==> src/rtl/waveform_buffer_reader_pkg.sv <==
// Shared types and constants for the waveform buffer reader.
package wvb_reader_pkg;
  typedef enum logic [2:0] {IDLE, POP, HWAIT, HDR, DATA, DRAIN} state_t;

  localparam int SKID_DEPTH = 4;
  // Header field positions, in units of P_ADR_WIDTH bits from the LSB.
  localparam int HDR_START_FIELD = 0;
  localparam int HDR_STOP_FIELD  = 1;
endpackage

==> src/rtl/waveform_buffer_reader_if.sv <==
// Header hand-off and sample stream toward the downstream consumer.
interface waveform_buffer_reader_if #(
  parameter int P_DATA_WIDTH = 22,
  parameter int P_HDR_WIDTH  = 80
);
  logic [P_HDR_WIDTH-1:0]  hdr_out;
  logic                    hdr_valid;
  logic                    hdr_ready;
  logic [P_DATA_WIDTH-1:0] dout;
  logic                    dout_valid;
  logic                    dout_last;
  logic                    dout_ready;

  modport master (output hdr_out, hdr_valid, dout, dout_valid, dout_last,
                  input  hdr_ready, dout_ready);
  modport slave  (input  hdr_out, hdr_valid, dout, dout_valid, dout_last,
                  output hdr_ready, dout_ready);
endinterface

==> src/rtl/waveform_buffer_reader_skid_fifo.sv <==
// Small skid FIFO absorbing RAM read latency while the sample stream is stalled.
module wvb_rd_skid_fifo
  import wvb_reader_pkg::*;
#(
  parameter int P_WIDTH = 23,
  parameter int P_DEPTH = SKID_DEPTH
) (
  input  logic                         clk,
  input  logic                         rst_n,
  input  logic                         wr_en,
  input  logic [P_WIDTH-1:0]           wr_data,
  input  logic                         rd_en,
  output logic [P_WIDTH-1:0]           rd_data,
  output logic                         empty,
  output logic [$clog2(P_DEPTH+1)-1:0] count
);
  localparam int PW = $clog2(P_DEPTH);
  localparam int CW = $clog2(P_DEPTH+1);

  logic [P_WIDTH-1:0] mem [P_DEPTH];
  logic [PW-1:0]      wr_ptr, rd_ptr;

  // Pointers wrap naturally: depth is a power of two.
  always_ff @(posedge clk or negedge rst_n) begin
    if (!rst_n) begin
      wr_ptr <= '0;
      rd_ptr <= '0;
      count  <= '0;
    end else begin
      if (wr_en) wr_ptr <= wr_ptr + 1'b1;
      if (rd_en) rd_ptr <= rd_ptr + 1'b1;
      count <= count + CW'(wr_en) - CW'(rd_en);
    end
  end

  always_ff @(posedge clk) begin
    if (wr_en) mem[wr_ptr] <= wr_data;
  end

  assign rd_data = mem[rd_ptr];
  assign empty   = (count == '0);
endmodule

==> src/rtl/waveform_buffer_reader.sv <==
// Pops an event header, streams samples start..stop (wrapping) from the waveform buffer.
// Optional WVB_READER_EOE_CHECK_EN: sticky eoe_err when a sample's bit 0 disagrees with dout_last.
module waveform_buffer_reader
  import wvb_reader_pkg::*;
#(
  parameter int P_DATA_WIDTH = 22,
  parameter int P_ADR_WIDTH  = 12,
  parameter int P_HDR_WIDTH  = 80,
  parameter int P_HDR_LAT    = 2,
  parameter int P_RAM_LAT    = 1
) (
  input  logic                    clk,
  input  logic                    rst_n,
  input  logic                    hdr_empty,
  output logic                    hdr_rdreq,
  input  logic [P_HDR_WIDTH-1:0]  hdr_data_in,
  output logic [P_ADR_WIDTH-1:0]  wvb_rd_addr,
  input  logic [P_DATA_WIDTH-1:0] wvb_data_in,
  output logic                    busy,
  output logic                    eoe_err,
  waveform_buffer_reader_if.master strm
);
  localparam int ST  = P_RAM_LAT;
  localparam int HCW = (P_HDR_LAT > 1) ? $clog2(P_HDR_LAT) : 1;
  localparam int FW  = P_DATA_WIDTH + 1;

  state_t                      state, nxt;
  logic [HCW-1:0]              hwait_cnt;
  logic [P_HDR_WIDTH-1:0]      hdr_q;
  logic [ST:1]                 vld_pipe, last_pipe;
  logic [P_ADR_WIDTH-1:0]      start_addr, stop_addr;
  logic                        hwait_done, hdr_valid, hdr_acc, issue, issue_last, xfer;
  logic [FW-1:0]               fifo_q;
  logic                        fifo_empty;
  logic [$clog2(SKID_DEPTH+1)-1:0] fifo_count;
  int                          inflight;

  assign start_addr = hdr_q[HDR_START_FIELD*P_ADR_WIDTH +: P_ADR_WIDTH];
  assign stop_addr  = hdr_q[HDR_STOP_FIELD*P_ADR_WIDTH +: P_ADR_WIDTH];
  assign hwait_done = (hwait_cnt == HCW'(P_HDR_LAT-1));
  assign hdr_acc    = hdr_valid && strm.hdr_ready;
  assign issue_last = (wvb_rd_addr == stop_addr);

  // Credit check counts reads still in the RAM pipe plus samples already parked.
  always_comb begin
    inflight = 0;
    for (int k = 1; k <= ST; k++) inflight = inflight + int'(vld_pipe[k]);
  end
  assign issue = (state == DATA) && ((inflight + int'(fifo_count)) < SKID_DEPTH);

  always_ff @(posedge clk or negedge rst_n) begin
    if (!rst_n) state <= IDLE;
    else        state <= nxt;
  end

  always_comb begin
    nxt       = state;
    hdr_rdreq = 1'b0;
    hdr_valid = 1'b0;
    case (state)
      IDLE:    if (!hdr_empty) nxt = POP;
      POP:     begin hdr_rdreq = 1'b1; nxt = HWAIT; end
      HWAIT:   if (hwait_done) nxt = HDR;
      HDR:     begin hdr_valid = 1'b1; if (strm.hdr_ready) nxt = DATA; end
      DATA:    if (issue && issue_last) nxt = DRAIN;
      DRAIN:   if (xfer && strm.dout_last) nxt = IDLE;
      default: nxt = IDLE;
    endcase
  end

  always_ff @(posedge clk or negedge rst_n) begin
    if (!rst_n) begin
      hwait_cnt   <= '0;
      hdr_q       <= '0;
      wvb_rd_addr <= '0;
      vld_pipe    <= '0;
      last_pipe   <= '0;
    end else begin
      if (state == POP)        hwait_cnt <= '0;
      else if (state == HWAIT) hwait_cnt <= hwait_cnt + 1'b1;
      if (state == HWAIT && hwait_done) hdr_q <= hdr_data_in;
      if (hdr_acc)    wvb_rd_addr <= start_addr;
      else if (issue) wvb_rd_addr <= wvb_rd_addr + 1'b1;
      vld_pipe[1]  <= issue;
      last_pipe[1] <= issue && issue_last;
      for (int k = 2; k <= ST; k++) begin
        vld_pipe[k]  <= vld_pipe[k-1];
        last_pipe[k] <= last_pipe[k-1];
      end
    end
  end

  wvb_rd_skid_fifo #(.P_WIDTH(FW), .P_DEPTH(SKID_DEPTH)) u_skid (
    .clk     (clk),
    .rst_n   (rst_n),
    .wr_en   (vld_pipe[ST]),
    .wr_data ({last_pipe[ST], wvb_data_in}),
    .rd_en   (xfer),
    .rd_data (fifo_q),
    .empty   (fifo_empty),
    .count   (fifo_count)
  );

  assign strm.dout_valid = !fifo_empty;
  assign strm.dout       = fifo_empty ? '0 : fifo_q[P_DATA_WIDTH-1:0];
  assign strm.dout_last  = !fifo_empty && fifo_q[P_DATA_WIDTH];
  assign strm.hdr_valid  = hdr_valid;
  assign strm.hdr_out    = hdr_q;
  assign xfer            = strm.dout_valid && strm.dout_ready;
  assign busy            = (state != IDLE);

`ifdef WVB_READER_EOE_CHECK_EN
  always_ff @(posedge clk or negedge rst_n) begin
    if (!rst_n)                                  eoe_err <= 1'b0;
    else if (xfer && (strm.dout[0] != strm.dout_last)) eoe_err <= 1'b1;
  end
`else
  assign eoe_err = 1'b0;
`endif
endmodule

==> src/flat_wrapper.sv <==
// flat-port wrapper written by rule: the top's interface ports become plain ports
module waveform_buffer_reader_flat import wvb_reader_pkg::*;
#(
  parameter int P_DATA_WIDTH = 22,
  parameter int P_ADR_WIDTH  = 12,
  parameter int P_HDR_WIDTH  = 80,
  parameter int P_HDR_LAT    = 2,
  parameter int P_RAM_LAT    = 1
)
  (clk, rst_n, hdr_empty, hdr_rdreq, hdr_data_in, wvb_rd_addr, wvb_data_in, busy, eoe_err, strm_hdr_out, strm_hdr_valid, strm_dout, strm_dout_valid, strm_dout_last, strm_hdr_ready, strm_dout_ready);
  waveform_buffer_reader_if #(.P_DATA_WIDTH(P_DATA_WIDTH), .P_HDR_WIDTH(P_HDR_WIDTH)) strm_i ();
  input  logic clk;
  input  logic rst_n;
  input  logic hdr_empty;
  output logic hdr_rdreq;
  input  logic [P_HDR_WIDTH-1:0] hdr_data_in;
  output logic [P_ADR_WIDTH-1:0] wvb_rd_addr;
  input  logic [P_DATA_WIDTH-1:0] wvb_data_in;
  output logic busy;
  output logic eoe_err;
  output wire logic [$bits(strm_i.hdr_out)-1:0] strm_hdr_out;
  output wire logic [$bits(strm_i.hdr_valid)-1:0] strm_hdr_valid;
  output wire logic [$bits(strm_i.dout)-1:0] strm_dout;
  output wire logic [$bits(strm_i.dout_valid)-1:0] strm_dout_valid;
  output wire logic [$bits(strm_i.dout_last)-1:0] strm_dout_last;
  input wire logic [$bits(strm_i.hdr_ready)-1:0] strm_hdr_ready;
  input wire logic [$bits(strm_i.dout_ready)-1:0] strm_dout_ready;
  assign strm_hdr_out = strm_i.hdr_out;
  assign strm_hdr_valid = strm_i.hdr_valid;
  assign strm_dout = strm_i.dout;
  assign strm_dout_valid = strm_i.dout_valid;
  assign strm_dout_last = strm_i.dout_last;
  assign strm_i.hdr_ready = strm_hdr_ready;
  assign strm_i.dout_ready = strm_dout_ready;
  waveform_buffer_reader #(.P_DATA_WIDTH(P_DATA_WIDTH), .P_ADR_WIDTH(P_ADR_WIDTH), .P_HDR_WIDTH(P_HDR_WIDTH), .P_HDR_LAT(P_HDR_LAT), .P_RAM_LAT(P_RAM_LAT)) u_core (.clk(clk), .rst_n(rst_n), .hdr_empty(hdr_empty), .hdr_rdreq(hdr_rdreq), .hdr_data_in(hdr_data_in), .wvb_rd_addr(wvb_rd_addr), .wvb_data_in(wvb_data_in), .busy(busy), .eoe_err(eoe_err), .strm(strm_i));
endmodule
==> config.mk <==
export PLATFORM = sky130hd
export DESIGN_NAME = waveform_buffer_reader_flat
export DESIGN_NICKNAME = d
export VERILOG_FILES = /design/src/rtl/waveform_buffer_reader_pkg.sv /design/src/rtl/waveform_buffer_reader_if.sv /design/src/rtl/waveform_buffer_reader_skid_fifo.sv /design/src/rtl/waveform_buffer_reader.sv /design/src/flat_wrapper.sv
export SDC_FILE = /design/constraint.sdc
export NUM_CORES = 1
export LEC_CHECK = 0
export ABC_AREA = 0
export BUFFER_PORTS_ARGS = -buffer_cell sky130_fd_sc_hd__buf_2
export CAP_MARGIN = 40
export CORE_MARGIN = 8
export CORE_UTILIZATION = 55
export DETAILED_ROUTE_END_ITERATION = 8
export GPL_TIMING_DRIVEN = 1
export PLACE_DENSITY = 0.84
export RECOVER_POWER = 100
export SLEW_MARGIN = 0
export SYNTH_ARGS = -nofsm -noshare
export SYNTH_HDL_FRONTEND = slang
export SYNTH_SLANG_ARGS = --single-unit
==> constraint.sdc <==
create_clock -name clk -period 4.9 [get_ports clk]
set_clock_uncertainty 0.2 [all_clocks]
set_input_delay 0.735 -clock clk [delete_from_list [all_inputs] [get_ports clk]]
set_output_delay 0.735 -clock clk [all_outputs]
set_load 0.01 [all_outputs]
## Word-level counts from Yosys, hierarchy flattened

Memories as Yosys holds them, arrays and structs flattened.
Index checks and enable logic that the tools add are counted.

- Register bits after elaboration: 105
- Memory bits (writable): 92
- Input port bits: 107
- Output and inout bits: 120
- Logic and storage cells: 58
- Memories: 1

- $add $sub $neg: 7
- $lt $le $gt $ge: 1
- Equal/unequal tests: 11
- Multiplexer cells: 15
- Reductions and logical operators: 14

Memory list:

| name | words | bits a word | rd ports | clocked after Yosys merged registers in | wr ports | RTL line | source |
|---|---|---|---|---|---|---|---|
| u_core.u_skid.mem | 4 | 23 | 1 | 0 | 1 | waveform_buffer_reader_skid_fifo.sv:20 | `logic [P_WIDTH-1:0] mem [P_DEPTH];` |

Operator list:

| operator | count |
|---|---|
| $lt 32x4->1 const B | 1 |
| $mux 12 | 2 |
| $mux 22 | 1 |
| $pmux 3 s6 | 1 |
| $mux 3 | 5 |
| $add 12x1->12 const B | 1 |
| $eq 12x12->1 | 1 |
| $logic_and 1x1->1 | 7 |
| $eq 3x2->1 const B | 2 |
| $eq 3x3->1 const B | 2 |
| $logic_not 3->1 | 2 |
| $mux 1 | 6 |
| $ne 2x2->1 const B | 3 |
| $reduce_and 5->1 | 1 |
| $add 1x3->4 | 1 |
| $add 2x1->2 const B | 2 |
| $ne 2x1->1 const B | 2 |
| $reduce_bool 2->1 | 2 |
| $add 3x1->3 | 1 |
| $eq 3x1->1 const B | 1 |
| $reduce_bool 3->1 | 1 |
| $sub 3x1->3 | 1 |
| $add 1x1->1 const B | 1 |
| $logic_not 1->1 | 1 |

## Longest topological paths before layout

Gate-level depths: netlist of the first run.

- Depth in word-level cells: 6
- Gate-level depth with buffers: 8
- Gate-level depth less buffers: 7

## Hierarchy

A second synthesis of the first run with hierarchy kept.

- Cells, all modules: 475
- Area, all modules: 8065.2 µm²

By module, submodules not included:

| module | instances | cells each | area an instance (µm²) | sequential area each (µm²) |
|---|---|---|---|---|
| waveform_buffer_reader | 1 | 321 | 4320.4 | 2452.4 |
| wvb_rd_skid_fifo | 1 | 154 | 3744.8 | 2937.8 |

## Worst setup path before layout of the first run

OpenSTA, ideal clock, no wires.

- Path type: register -> output
- Start: reg u_core.u_skid.rd_ptr[0]
- End: out strm_dout[10]
- Arrival time: 1.514 ns
- Required time: 3.965 ns
- Setup slack: 2.451 ns
- Stages on the path, launching flop included: 5
- Path buffers: 2
- Cell sequence: dfrtp_1 -> buf_2 -> buf_2 -> mux4_2 -> and2_1

- Word-level cells in the longest chain between the ends: 2

Ends and longest elaborated chain:

| item | RTL line | source |
|---|---|---|
| start: declaration | waveform_buffer_reader_skid_fifo.sv:21 | `logic [PW-1:0] wr_ptr, rd_ptr;` |
| start signal: assignment | waveform_buffer_reader_skid_fifo.sv:31 | `if (rd_en) rd_ptr <= rd_ptr + 1'b1;` |
| $mem_v2 4x23 | - |  |
| $mux 22 | waveform_buffer_reader.sv:105 | `assign strm.dout = fifo_empty ? '0 : fifo_q[P_DATA_WIDTH-1:0];` |
| end: declaration | flat_wrapper.sv:23 | `output wire logic [$bits(strm_i.dout)-1:0] strm_dout;` |

Every way passes these cells.

## Worst setup path after layout of the first run

- Start: reg u_core.state[0]
- End: reg u_core.wvb_rd_addr[5]

- Word-level cells in the longest chain between the ends: 4
- Elaborated cells between the ends (all ways): 7

Ends and longest elaborated chain:

| item | RTL line | source |
|---|---|---|
| start: declaration | waveform_buffer_reader.sv:27 | `state_t state, nxt;` |
| start signal: assignment | waveform_buffer_reader.sv:53 | `else state <= nxt;` |
| $eq 3x2->1 | waveform_buffer_reader.sv:60 | `case (state)` |
| $mux 1 | waveform_buffer_reader.sv:60 |  |
| $logic_and 1x1->1 | waveform_buffer_reader.sv:41 | `assign hdr_acc = hdr_valid && strm.hdr_ready;` |
| $mux 12 or $reduce_bool 2->1 (tied branches) | - |  |
| end signal: assignment | waveform_buffer_reader.sv:82 | `if (hdr_acc) wvb_rd_addr <= start_addr;` |
| end signal: assignment | waveform_buffer_reader.sv:83 | `else if (issue) wvb_rd_addr <= wvb_rd_addr + 1'b1;` |
| end: declaration | waveform_buffer_reader.sv:17 | `output logic [P_ADR_WIDTH-1:0] wvb_rd_addr,` |

Several ways; a longest one is shown, not always the timed one.
A chain may end at the register's enable or synchronous reset.

==> impl_metrics.env, run 1 <==
export IMPL_status="finished, violations left"
export IMPL_violations="max-capacitance violations, max-slew violations"
export IMPL_synth_distinct_cells=48
export IMPL_globalplace_congestion=0.8109
export IMPL_rr_endpoint="u_core.wvb_rd_addr[5]$_DFFE_PN0P_"
export IMPL_drc_errors=0
export IMPL_antenna_found_initial=1
export IMPL_required_ps=5020
export IMPL_synth_top_area_frac=0.3425
export IMPL_synth_edf_count=92
export IMPL_crit_fanout=15
export IMPL_nFillCells=1069
export IMPL_finalSetupTns_ps=0
export IMPL_yosysTopAreaCell="edfxtp_1"
export IMPL_max_freq_mhz=282.3
export IMPL_detail_route_antenna_nets=0
export IMPL_finalSetupViolCount=0
export IMPL_utilization=0.6772
export IMPL_yosysSeqAreaShare=0.6683
export IMPL_cts_resized=0
export IMPL_rows=44
export IMPL_clk_insertion_delay_late_ps=420
export IMPL_die_w_um=137.1
export IMPL_cts_clk_slew_worst_paths_ps=70
export IMPL_cts_max_path_buffers=2
export IMPL_leakage_uw=0.003750
export IMPL_synth_seq_cells=197
export IMPL_grt_ovfl_total=0
export IMPL_die_h_um=137.1
export IMPL_cts_setup_buffers=0
export IMPL_vdd_ir_drop_max_uv=370.3
export IMPL_hold_path_class="input port to asynchronous set/reset pin"
export IMPL_holdWs_ps=207.3
export IMPL_cp_end_kind="flip-flop"
export IMPL_io_pin_count=227
export IMPL_dr_pass1_iters=4
export IMPL_numCtsBuffers=17
export IMPL_async_flop_share=0.5330
export IMPL_slew_headroom=-0.4257
export IMPL_hold_violations=0
export IMPL_finalCriticalPeriod_ps=3543
export IMPL_crit_slowest_cell="a22oi_1"
export IMPL_vias=4990
export IMPL_cts_root_buf="clkbuf_16"
export IMPL_synthFlopType="dfrtp_1"
export IMPL_htree_levels=4
export IMPL_path_class="flip-flop to flip-flop"
export IMPL_grt_pass1_wl_um=29350
export IMPL_slew_viol_final=42
export IMPL_initial_core_util=0.5592
export IMPL_rsz0062_at_grt="no"
export IMPL_max_stage_delay_ps=1010
export IMPL_grtUsageTotal=0.2071
export IMPL_syn_inst=483
export IMPL_maxCapViolCount=1
export IMPL_crit_chain="and4bb_4 -> a22oi_1 -> inv_1 -> mux2_1 -> a221o_1"
export IMPL_avgSynthCellArea_um2=16.70
export IMPL_drive_gt1_frac=0.3264
export IMPL_synth_area_top_cells="edfxtp_1 (34%), dfrtp_1 (33%), mux2_2 (11%)"
export IMPL_area_growth_pct=21.11
export IMPL_core_area_um2=14420
export IMPL_worstMarginPinSlew_ps=2139
export IMPL_cts_tree="done"
export IMPL_wl_um=18870
export IMPL_cts_sinks=197
export IMPL_wire_per_inst_um=20.88
export IMPL_fin_crit_sh=0.7230
export IMPL_detailed_place_hpwl_um=13710
export IMPL_drt_iter0_drc=228
export IMPL_numPortBuffers=225
export IMPL_syn_area_um2=8065
export IMPL_diodes=0
export IMPL_nets=823
export IMPL_r2r_setup_slack_ps=1360
export IMPL_reg2reg_depth=5
export IMPL_syn_nets=599
export IMPL_hold_buffers=0
export IMPL_power_density_nw_per_um2=644.0
export IMPL_grt_pass1_vias=5589
export IMPL_ys_warn_count=0
export IMPL_arrival_ps=3660
export IMPL_worstReg2RegStart="u_core.state[0]$_DFFE_PN0P_"
export IMPL_vias_per_cell=5.520
export IMPL_startpoint_type="flip-flop"
export IMPL_dieArea_um2=18800
export IMPL_grt_max_degree=66
-- sequential cells by signal, summed over array words and instances, names as in the netlist --
name                  cells
u_core.hwait_cnt          1
u_core.last_pipe          1
u_core.state              3
u_core.strm.hdr_out      80
u_core.u_skid.count       3
u_core.u_skid.mem        92
u_core.u_skid.rd_ptr      2
u_core.u_skid.wr_ptr      2
u_core.vld_pipe           1
u_core.wvb_rd_addr       12
-- per-layer routing --
layer,global-route usage,share of wire,vias up
met5,0,0.00064,-
met4,0.06095,0.014,2
met3,0.09361,0.098,21
met2,0.3491,0.51,205
met1,0.2317,0.38,2506
li1,-,-,2256
-- logic make-up (layout without fill, tap and decap cells) --
| family | Yosys count | in the layout | share of synthesized area |
|---|---|---|---|
| AO/OA/AOI/OAI | 28 | 28 | 0.02761 |
| flip-flops | 197 | 197 | 0.6683 |
| XOR/XNOR | 16 | 16 | 0.01738 |
| adder cells (fa/ha/maj) | 9 | 9 | 0.01489 |
| buffers and inverters | 40 | 277 | 0.02544 |
| other | 1 | 1 | 0.0004650 |
| AND/OR/NAND/NOR | 83 | 83 | 0.06159 |
| multiplexers | 109 | 109 | 0.1843 |
-- layout by cell type, fill, tap and decap left out, types with 2 or more instances in the layout --
| cell type | synthesis | final |
|---|---|---|
| clkbuf_1 | 10 | 139 |
| dfrtp_1 | 105 | 105 |
| buf_2 | 8 | 93 |
| edfxtp_1 | 92 | 92 |
| mux2_2 | 81 | 81 |
| mux4_2 | 23 | 23 |
| clkbuf_16 | 0 | 17 |
| and2_1 | 27 | 15 |
| xnor2_1 | 14 | 14 |
| and2_0 | 1 | 13 |
| inv_1 | 10 | 11 |
| nand2_1 | 11 | 11 |
| ha_1 | 8 | 8 |
| nand3_1 | 7 | 7 |
| nor3_1 | 6 | 6 |
| nor2_1 | 6 | 6 |
| nand4_1 | 6 | 6 |
| and3_1 | 5 | 5 |
| o211ai_1 | 4 | 4 |
| o21ai_0 | 4 | 4 |
| bufinv_16 | 0 | 4 |
| inv_6 | 0 | 4 |
| or4_1 | 3 | 3 |
| a221o_1 | 3 | 3 |
| mux2i_1 | 3 | 3 |
| nor3b_1 | 3 | 3 |
| a211oi_1 | 3 | 3 |
| o31ai_1 | 3 | 3 |
| clkinvlp_4 | 0 | 3 |
| or3_1 | 2 | 2 |
| and4b_1 | 2 | 2 |
| mux2_1 | 1 | 2 |
| xor2_1 | 2 | 2 |
| a21oi_1 | 2 | 2 |
| a21o_1 | 2 | 2 |
| buf_4 | 10 | 2 |
-- final cells by class --
type / count / area (µm²) / area share
clock buffers: 19 / 432.9 / 0.04432
inverters: 11 / 41.29 / 0.004227
flip-flops and latches: 197 / 5390 / 0.5518
repair buffers: 234 / 1027 / 0.1052
well taps: 184 / 230.2 / 0.02357
multi-input cells: 246 / 2452 / 0.2511
clock inverters: 13 / 193.9 / 0.01985
-- synth_stat cells, types with 2 or more instances --
library cell	n
mux4_2	23
a221o_1	3
buf_2	8
buf_4	10
and3_1	5
nand4_1	6
or3_1	2
inv_1	10
mux2i_1	3
xor2_1	2
and4b_1	2
nor3b_1	3
a211oi_1	3
nand2_1	11
edfxtp_1	92
and2_1	27
dfrtp_1	105
nor3_1	6
o31ai_1	3
nand3_1	7
a21oi_1	2
clkbuf_1	10
o211ai_1	4
or4_1	3
nor2_1	6
xnor2_1	14
mux2_2	81
a21o_1	2
o21ai_0	4
ha_1	8
-- metrics by stage --
stage,power [µW],setup WS [ps],instance area [µm²],cells
floorplan,4070,2451,8065,483
global placement,4845,2059,9310,869
detailed placement,4991,1953,9368,872
CTS,6501,1462,9995,904
global route,6644,1214,9768,904
finish,6290,1357,9768,904
-- worst max path at each step --
stage                                         from                                  to  slack [ps]  depth (start not counted)
6_report               u_core.state[0]$_DFFE_PN0P_   u_core.wvb_rd_addr[5]$_DFFE_PN0P_        1360                          5
5_1_grt                                      rst_n  u_core.wvb_rd_addr[11]$_DFFE_PN0P_        1210                          2
4_1_cts        u_core.u_skid.rd_ptr[0]$_DFFE_PN0P_                        strm_dout[0]        1460                          4
3_5_place_dp   u_core.u_skid.rd_ptr[0]$_DFFE_PN0P_                        strm_dout[4]        1950                          4
3_3_place_gp   u_core.u_skid.rd_ptr[0]$_DFFE_PN0P_                        strm_dout[8]        2060                          4
2_1_floorplan  u_core.u_skid.rd_ptr[0]$_DFFE_PN0P_                       strm_dout[10]        2450                          4
-- critical path: cells and delay by family, from the launching register on --
| kind | cells | cell delay (ps) |
|---|---|---|
| muxes | 1 | 470 |
| DFF | 1 | 600 |
| buffers and inverters | 1 | 570 |
| AOI/OAI and AO/OA | 2 | 1300 |
| and+or+nand+nor | 1 | 300 |
-- report_power, final --
part           total [µW]  switching, µW  internal, µW  leakage, µW
clock                1480            617           864     0.000297
combinational        2180           1100          1080      0.00138
sequential           2630            429          2200      0.00207
Power figures use the tool's default switching activity.
==> run 2: changes to the inputs <==
Settings changed: CORE_UTILIZATION 55 to 47, PLACE_DENSITY 0.84 to 0.76.
Clock period 4.9 ns to 2.9 ns, I/O delays scaled along.
==> run 2 against run 1 <==
  * The flow still finishes with violations (max-capacitance violations, max-slew violations)
  * Clock power increased by 62%
  * First-iteration DRC count is 14% higher
  * Power is 67% higher
  * Sequential cell count did not move
  * Register-to-register slack lost 1100 ps
  * Critical path depth shrank 1
  * Non-clock buffer count rose by 2
  * Largest power group unchanged
==> impl_metrics.env, run 2 (same netlist as run 1, synthesis figures left out) <==
export IMPL_finalSetupViolCount=0
export IMPL_detailed_place_hpwl_um=13110
export IMPL_grt_max_degree=81
export IMPL_grt_pass1_wl_um=29610
export IMPL_maxCapViolCount=1
export IMPL_cts_sinks=197
export IMPL_vias_per_cell=5.273
export IMPL_cts_max_path_buffers=2
export IMPL_final_common_cell="clkbuf_1"
export IMPL_htree_levels=4
export IMPL_post_place_ws_ps=441.2
export IMPL_hold_violations=0
export IMPL_rsz0062_at_grt="no"
export IMPL_final_cell_mix="clkbuf_1 (130), dfrtp_1 (104), buf_2 (98)"
export IMPL_cp_end_kind="output pin"
export IMPL_cts_root_buf="clkbuf_16"
export IMPL_vias=4999
export IMPL_power_density_nw_per_um2=1065
export IMPL_slew_headroom=-0.01432
export IMPL_rows=48
export IMPL_wl_um=18340
export IMPL_vdd_ir_drop_max_uv=597.3
export IMPL_largest_register_ffs=92
export IMPL_worstMarginPinSlew_ps=1521
export IMPL_grt_ovfl_total=0
export IMPL_drt_iter0_drc=259
export IMPL_clk_insertion_delay_late_ps=430
export IMPL_detail_route_antenna_nets=0
export IMPL_grt_pass1_vias=5552
export IMPL_required_ps=2270
export IMPL_holdWs_ps=31.51
export IMPL_core_area_um2=17060
export IMPL_fin_crit_sh=0.9514
export IMPL_drive_gt1_frac=0.3407
export IMPL_cts_tree="done"
export IMPL_violations="max-capacitance violations, max-slew violations"
export IMPL_finalCriticalPeriod_ps=2759
export IMPL_area_growth_pct=22.25
export IMPL_status="finished, violations left"
export IMPL_nets=825
export IMPL_hold_path_class="input port to flip-flop"
export IMPL_initial_core_util=0.4729
export IMPL_crit_fanout=15
export IMPL_grtUsageTotal=0.1723
export IMPL_arrival_ps=2120
export IMPL_antenna_found_initial=1
export IMPL_die_w_um=147.0
export IMPL_nFillCells=1428
export IMPL_globalplace_congestion=0.8315
export IMPL_cts_clk_slew_worst_paths_ps=80
export IMPL_numPortBuffers=225
export IMPL_setup_slack_ps=140.9
export IMPL_startpoint_type="flip-flop"
export IMPL_dr_pass1_iters=4
export IMPL_finalSetupTns_ps=0
export IMPL_leakage_uw=0.003784
export IMPL_drc_errors=0
export IMPL_io_pin_count=227
export IMPL_die_h_um=147.0
export IMPL_dieArea_um2=21610
export IMPL_largest_register="u_core.u_skid.mem"
export IMPL_slew_viol_final=24
export IMPL_wire_per_inst_um=19.35
export IMPL_numCtsBuffers=17
export IMPL_max_freq_mhz=362.4
export IMPL_cts_setup_buffers=0
export IMPL_path_class="flip-flop to output pin"
==> run 2: final timing paths <==
kind	startpoint	endpoint	slack [ps]	depth (start not counted)
min in group asynchronous	rst_n	u_core.strm.hdr_out[18]$_DFFE_PN0P_	560	2
max reg2reg	u_core.state[2]$_DFFE_PN0P_	u_core.strm.hdr_out[34]$_DFFE_PN0P_	220	5
max	u_core.u_skid.rd_ptr[0]$_DFFE_PN0P_	strm_dout[10]	140	4
min reg2reg	u_core.u_skid.rd_ptr[1]$_DFFE_PN0P_	u_core.u_skid.rd_ptr[1]$_DFFE_PN0P_	310	1
max in group asynchronous	rst_n	u_core.strm.hdr_out[38]$_DFFE_PN0P_	440	3
min	hdr_data_in[65]	u_core.strm.hdr_out[65]$_DFFE_PN0P_	30	2
==> run 2: layer usage <==
layer  up-vias  routed length (µm)  global-route usage
li1       2258                   -                   -
met1      2503                7134              0.1924
met2       212                9110              0.2864
met3        26                1758             0.07659
met4         0                 337             0.06425
met5         -                   0                   0
==> run 2: cell type report <==
class                   instances  area (µm²)  share of cell area
well taps                     225       281.5             0.02855
clock inverters                15       195.2             0.01980
inverters                      11       41.29            0.004188
diodes                          1       2.502           0.0002538
repair buffers                236        1051              0.1066
multi-input cells             246        2471              0.2506
clock buffers                  17       425.4             0.04315
flip-flops and latches        197        5391              0.5468
==> run 2: critical path, stage by stage (launching register included) <==
cell     delay (ps)
dfrtp_2         610
buf_12          230
mux4_2          530
and2_0          180
buf_2           140
==> run 2: timing repair <==
item / 4_1_cts / 5_1_grt
hold buffers: 1 / 1
resized for setup: 0 / 0
hold endpoints to repair: 44 / 4
==> run 2: through the flow <==
stage | instances | instance area (µm²) | power [µW] | util
CTS | 946 | 10050 | 10880 | 0.5894
floorplan | 483 | 8065 | 6877 | -
finish | 948 | 9859 | 10500 | 0.5781
global route | 948 | 9859 | 11140 | 0.5781
detailed placement | 913 | 9423 | 8439 | 0.5525
global placement | 913 | 9423 | 8257 | 0.5525
==> run 2: where the power goes <==
group | switching, µW | internal [µW] | leakage [µW] | total [µW]
sequential | 724 | 3710 | 0.00207 | 4440
combinational | 1850 | 1820 | 0.00141 | 3670
clock | 1140 | 1250 | 0.000303 | 2400
